### src/rtl/bypass_pkg.sv
// bypass_pkg: shared MA state encoding, load funct3 codes and alignment check for bypass_src.
package bypass_pkg;
  typedef enum logic [1:0] {MA_EMPTY, MA_ALU, MA_LD_WAIT, MA_LD_DONE} ma_state_e;
  localparam logic [2:0] LD_B  = 3'b000;
  localparam logic [2:0] LD_H  = 3'b001;
  localparam logic [2:0] LD_W  = 3'b010;
  localparam logic [2:0] LD_D  = 3'b011;
  localparam logic [2:0] LD_BU = 3'b100;
  localparam logic [2:0] LD_HU = 3'b101;
  localparam logic [2:0] LD_WU = 3'b110;
  // f3[1:0] encodes log2 of the access size in bytes
  function automatic logic misaligned(input logic [2:0] f3, input logic [2:0] a);
    return f3[1:0] == 2'd1 ? a[0] : f3[1:0] == 2'd2 ? |a[1:0] : f3[1:0] == 2'd3 ? |a : 1'b0;
  endfunction
endpackage

### src/rtl/bypass_src_load_ext.sv
// load_ext: sign/zero-extends right-justified load data according to funct3.
//   f3_i    load funct3 (LB..LWU; 111 yields zero)
//   rdata_i raw read data from data memory
//   data_o  extended XLEN result
module load_ext import bypass_pkg::*; #(
  parameter int XLEN = 64
) (
  input  logic [2:0]      f3_i,
  input  logic [XLEN-1:0] rdata_i,
  output logic [XLEN-1:0] data_o
);
  always_comb begin
    data_o = f3_i == LD_B  ? {{(XLEN-8){rdata_i[7]}}, rdata_i[7:0]} :
             f3_i == LD_H  ? {{(XLEN-16){rdata_i[15]}}, rdata_i[15:0]} :
             f3_i == LD_W  ? {{(XLEN-32){rdata_i[31]}}, rdata_i[31:0]} :
             f3_i == LD_D  ? rdata_i :
             f3_i == LD_BU ? {{(XLEN-8){1'b0}}, rdata_i[7:0]} :
             f3_i == LD_HU ? {{(XLEN-16){1'b0}}, rdata_i[15:0]} :
             f3_i == LD_WU ? {{(XLEN-32){1'b0}}, rdata_i[31:0]} : '0;
  end
endmodule

### src/rtl/bypass_src.sv
// bypass_src: MA/WB stage registers sourcing the operand-bypass bus, with load handshake and load-use stall.
//   ex_*                 instruction offered by EX; ex_ready accepts it, flush drops it
//   id_rs1/id_rs2        ID sources checked for load-use hazard -> hazard_stall
//   mem_req/addr/f3/ack  level request held until a one-cycle ack with mem_rdata
//   ma_*/wb_*            bypass sources (rd=0, data=0 when the stage is a bubble)
//   rf_we/waddr/wdata    register-file write from WB
//   BYPASS_MISALIGN_EN   adds ld_misalign/ld_bad_addr and suppresses misaligned loads
module bypass_src import bypass_pkg::*; #(
  parameter int XLEN = 64,
  parameter int RAW  = 5
) (
  input  logic            clk,
  input  logic            rst,
  input  logic            ex_valid,
  input  logic [RAW-1:0]  ex_rd,
  input  logic [XLEN-1:0] ex_result,
  input  logic            ex_is_load,
  input  logic [2:0]      ex_ld_f3,
  output logic            ex_ready,
  input  logic            flush,
  input  logic [RAW-1:0]  id_rs1,
  input  logic [RAW-1:0]  id_rs2,
  output logic            hazard_stall,
  output logic            mem_req,
  output logic [XLEN-1:0] mem_addr,
  output logic [2:0]      mem_f3,
  input  logic            mem_ack,
  input  logic [XLEN-1:0] mem_rdata,
  output logic [RAW-1:0]  ma_rd,
  output logic [XLEN-1:0] ma_data,
  output logic [RAW-1:0]  wb_rd,
  output logic [XLEN-1:0] wb_data,
  output logic            rf_we,
  output logic [RAW-1:0]  rf_waddr,
  output logic [XLEN-1:0] rf_wdata
`ifdef BYPASS_MISALIGN_EN
  ,
  output logic            ld_misalign,
  output logic [XLEN-1:0] ld_bad_addr
`endif
);
  ma_state_e state_q, state_d;
  logic [RAW-1:0] ma_rd_q, ma_rd_d, wb_rd_q;
  logic [XLEN-1:0] ma_data_q, ma_data_d, wb_data_q, addr_q, addr_d, ld_data;
  logic [2:0] f3_q, f3_d;
  logic wb_valid_q, waiting, accept, bad, take;
  assign waiting = state_q == MA_LD_WAIT;
  assign accept = ex_valid & ex_ready & ~flush;
`ifdef BYPASS_MISALIGN_EN
  logic mis_q;
  logic [XLEN-1:0] bad_addr_q;
  assign bad = ex_is_load & misaligned(ex_ld_f3, ex_result[2:0]);
  assign ld_misalign = mis_q;
  assign ld_bad_addr = bad_addr_q;
  always_ff @(posedge clk) begin
    mis_q <= ~rst & accept & bad;
    bad_addr_q <= rst ? '0 : accept & bad ? ex_result : bad_addr_q;
  end
`else
  assign bad = 1'b0;
`endif
  assign take = accept & ~bad;
  load_ext #(.XLEN(XLEN)) u_ext (.f3_i(f3_q), .rdata_i(mem_rdata), .data_o(ld_data));
  always_ff @(posedge clk) begin
    state_q <= rst ? MA_EMPTY : state_d;
  end
  always_comb begin
    state_d = waiting ? (mem_ack ? MA_LD_DONE : MA_LD_WAIT) :
              take ? (ex_is_load ? MA_LD_WAIT : MA_ALU) : MA_EMPTY;
  end
  always_comb begin
    ex_ready = ~waiting;
    mem_req = waiting;
    mem_addr = addr_q;
    mem_f3 = f3_q;
    hazard_stall = waiting | (ex_valid & ex_is_load & |ex_rd & (ex_rd == id_rs1 | ex_rd == id_rs2));
    ma_rd = ma_rd_q;
    ma_data = ma_data_q;
    wb_rd = wb_rd_q;
    wb_data = wb_data_q;
    rf_we = wb_valid_q & |wb_rd_q;
    rf_waddr = wb_rd_q;
    rf_wdata = wb_data_q;
  end
  // ma_data stays zero while the load is outstanding so a stale value never forwards
  always_comb begin
    ma_rd_d = waiting ? ma_rd_q : take ? ex_rd : '0;
    ma_data_d = waiting ? (mem_ack ? ld_data : '0) : take & ~ex_is_load ? ex_result : '0;
    addr_d = take ? ex_result : addr_q;
    f3_d = take ? ex_ld_f3 : f3_q;
  end
  always_ff @(posedge clk) begin
    if (rst) begin
      ma_rd_q <= '0;
      ma_data_q <= '0;
      addr_q <= '0;
      f3_q <= '0;
      wb_valid_q <= 1'b0;
      wb_rd_q <= '0;
      wb_data_q <= '0;
    end else begin
      ma_rd_q <= ma_rd_d;
      ma_data_q <= ma_data_d;
      addr_q <= addr_d;
      f3_q <= f3_d;
      wb_valid_q <= ~waiting & state_q != MA_EMPTY;
      wb_rd_q <= waiting ? '0 : ma_rd_q;
      wb_data_q <= waiting ? '0 : ma_data_q;
    end
  end
endmodule
### config.mk
export PLATFORM = sky130hd
export DESIGN_NAME = bypass_src
export DESIGN_NICKNAME = d
export VERILOG_FILES = /design/src/rtl/bypass_pkg.sv /design/src/rtl/bypass_src_load_ext.sv /design/src/rtl/bypass_src.sv
export SDC_FILE = /design/constraint.sdc
export NUM_CORES = 1
export LEC_CHECK = 0
export ABC_AREA = 1
export BUFFER_PORTS_ARGS = -buffer_cell sky130_fd_sc_hd__buf_2
export CAP_MARGIN = 20
export CORE_AREA = 8 8 162 164
export CTS_BUF_LIST = sky130_fd_sc_hd__clkbuf_4 sky130_fd_sc_hd__clkbuf_8
export CTS_CLUSTER_DIAMETER = 30
export CTS_CLUSTER_SIZE = 10
export DETAILED_ROUTE_END_ITERATION = 8
export DIE_AREA = 0 0 170 172
export PLACE_DENSITY = 0.62
export SYNTH_ARGS = -nofsm -noshare
export SYNTH_HDL_FRONTEND = slang
export SYNTH_SLANG_ARGS = --single-unit
### constraint.sdc
create_clock -name clk -period 2.01 [get_ports clk]
set_clock_uncertainty 0.15 [all_clocks]
set_input_delay 0.402 -clock clk [delete_from_list [all_inputs] [get_ports clk]]
set_output_delay 0.402 -clock clk [all_outputs]
set_load 0.05 [all_outputs]
==> results_dict.tcl <==
set metrics [dict create \
    status "finished with violations" \
    violations "setup timing" \
    ys_seq_elements 208 \
    grt_pass1_vias 9397 \
    crit_arrival_ns 1.52 \
    peakVddDrop_v 0.0004974 \
    fin_ws_ns -0.06217 \
    grt_usage_pct 21.60 \
    reg2reg_to "ma_data[24]" \
    ys_warn_count 0 \
    synth_edf_count 0 \
    drv_cap 0 \
    syn2layout_area_growth_pct 46.05 \
    grt-ovfl-total 0 \
    cts_max_level 2 \
    cp.required_ns 1.46 \
    dieArea_um2 29240 \
    slowest_delay_ns 0.32 \
    synth_area_um2 8641 \
    synthTopCellsByCount "nand2_1, dfxtp_1, nor2_1, a21oi_1, inv_1" \
    reg2reg_slack_ns 0.17 \
    grt_pass1_wl_um 50530 \
    p_leak_uw 0.006455 \
    start_util_pct 36.27 \
    cts_tree "built" \
    cts_buffers 45 \
    period_needed_ns 2.072 \
    detail-route-antenna-nets 0 \
    crit_family "flip-flops" \
    startpoint_type "flop" \
    fmax_mhz 482.6 \
    path_max_fanout 2 \
    ys_top_cells_by_area "dfxtp_1, nand2_1, nor2_1" \
    final_util_pct 52.98 \
    drtIter0Drc 506 \
    slew_viol_final 0 \
    yosysTopAreaCellShare_pct 48.19 \
    netlist-cell-type-count 23 \
    min_period_over_period_pct 103.1 \
    via_count 9185 \
    power.density_nw_per_um2 910.6 \
    ys.flop_type "dfxtp_1" \
    path_class "reg -> out" \
    drc 0 \
    async_flop_share_pct 0 \
    core_area_um2 23820 \
    path_buf_inv 2 \
    cp-end-kind "output pin" \
    numClockSinks 208 \
    tightest_slew_ns 0.5350 \
    hold_path.class "in -> reg" \
    yosysMostFrequentCell "nand2_1" \
    rows 57 \
    finalNetCount 1814 \
    die-width_um 170 \
    worstHoldEndpoint "ma_rd[2]" \
    clock_latency_ns 0.52 \
    cpMaxStageDelayCell "dfxtp_2" \
    root_buffer "clkbuf_8" \
    synth_top_cell_by_area "dfxtp_1" \
    r2r_start "mem_f3[2]" \
    wirelength_um 33380 \
    path_cells "or2_4 > o41ai_2 > inv_1 > buf_6" \
    place_congestion 0.8445 \
    wl_per_cell_um 16.48 \
    cts_buffer_depth 3 \
    ys_seq_area_share_pct 48.19 \
    antenna_found_initial 4 \
    hp-start "ex_rd[2]" \
    finalSetupViolCount 1 \
    synthesis.nets 1378 \
    synth_cells 1226 \
    grt_max_degree 86 \
    avgViaCountPerCell 4.536 \
    syn_area_per_cell_um2 7.048 \
    chipHeight_um 172 \
    port_buffers 429 \
    hold_depth 3 \
    cts.clk_slew.worst_paths_ns 0.06 \
    io_pins 430 \
    drive_gt1_share_pct 33.39 \
    first_pass_iters 5 \
    holdWs_ns 0.04014 \
    report.final.hold_viol_count 0 \
    r2r_cells 8 \
    maxSlewHeadroom_pct 64.33 \
    post-dp-hpwl_um 23700 \
    rsz0062_at_grt "true" \
]
[routing by layer]
metal | wire length [um] | global-route usage (%)
met5 | 22 | 0
met4 | 845 | 8.467
met3 | 3197 | 7.352
met2 | 16520 | 38.40
met1 | 12800 | 23.43
[cells in the final DEF, fill, tap and decap left out, types with 2 or more instances in the layout]
cell | synthesis | layout
buf_12 | 0 | 11
nand3_1 | 53 | 49
dlygate4sd3_1 | 0 | 77
or2_4 | 0 | 2
nand3_2 | 0 | 4
a21oi_1 | 89 | 88
nor3_1 | 2 | 2
o21ai_0 | 53 | 53
buf_4 | 73 | 19
buf_6 | 0 | 4
nand2_2 | 3 | 4
nand2_1 | 370 | 368
nor2_1 | 186 | 185
bufinv_16 | 0 | 3
inv_6 | 0 | 5
xnor2_1 | 6 | 6
a22oi_1 | 7 | 7
inv_2 | 1 | 5
dfxtp_1 | 208 | 205
clkinv_2 | 0 | 5
buf_2 | 26 | 424
diode_2 | 0 | 3
xor2_1 | 3 | 3
nand4_1 | 3 | 3
clkbuf_8 | 0 | 54
clkinvlp_4 | 0 | 13
dfxtp_2 | 0 | 3
inv_1 | 87 | 84
clkinv_4 | 0 | 3
[layout make-up]
type / instances / area [um2]
fill: 2370 / 11200
sequential: 208 / 4168
timing repair buffer: 537 / 3341
multi-input combinational: 780 / 3331
clock buffer: 55 / 750.7
tap: 324 / 405.4
inverter: 90 / 341.6
clock inverter: 28 / 275.3
antenna: 3 / 7.507
[logic make-up after synthesis]
| kind of cell | Yosys count | share of synthesized area, % |
|---|---|---|
| AO/OA/AOI/OAI | 151 | 9.021 |
| XOR/XNOR | 9 | 0.9123 |
| flip-flops | 208 | 48.19 |
| buffers and inverters | 238 | 13.89 |
| AND/OR/NAND/NOR | 620 | 27.99 |
[worst reg2reg max path, cell delays in order (launching register included)]
cell and delay [ns]:
dfxtp_1 0.43, clkinvlp_4 0.23, buf_4 0.24, nand4_1 0.08
nand2_1 0.08, inv_2 0.09, buf_12 0.18, nand2_1 0.10
a21oi_1 0.19
[where the power goes]
part           internal, uW  switching [uW]
registers              4280            85.2
clock network          2940            2080
logic                   664            1440
[flip-flops by register name (all words and copies together), names as in the netlist]
name / flops
ma_data: 64
mem_addr: 64
rf_wdata: 64
ma_rd: 5
rf_waddr: 5
mem_f3: 3
state_q: 2
wb_valid_q: 1
[worst max path at each step]
| stage | start | end | slack (ns) | depth (start not counted) |
|---|---|---|---|---|
| after floorplan | mem_f3[0] | ma_data[40] | 0.10 | 9 |
| after global placement | ex_rd[1] | hazard_stall | -0.08 | 8 |
| after detailed placement | ex_rd[1] | hazard_stall | -0.05 | 8 |
| after CTS | rf_waddr[0] | rf_we | -0.18 | 4 |
| after global routing | rf_waddr[0] | rf_we | -0.15 | 4 |
| final | rf_waddr[0] | rf_we | -0.06 | 4 |
[per-stage QoR]
step | power (uW) | setup TNS, ns | instances | setup WS, ns | area [um2]
3_5_place_dp | 6411 | -0.04900 | 1859 | -0.04900 | 10700
4_1_cts | 11600 | -0.1759 | 2021 | -0.1759 | 12560
6_report | 11490 | -0.06217 | 2025 | -0.06217 | 12620
2_1_floorplan | 5799 | 0 | 1226 | 0.1004 | 8641
5_1_grt | 12020 | -0.1540 | 2024 | -0.1540 | 12620
3_3_place_gp | 6397 | -0.07578 | 1859 | -0.07578 | 10700
[what timing repair did]
item / 4_1_cts / 5_1_grt
cloned: 0 / 1
hold buffers: 77 / 0
endpoints found under the setup margin: 4 / 47
buffers inserted: 2 / 0
hold endpoints to repair: 124 / 0
resized for setup: 15 / 8
pin swaps: 2 / 4
(Power assumes the default switching activity.)
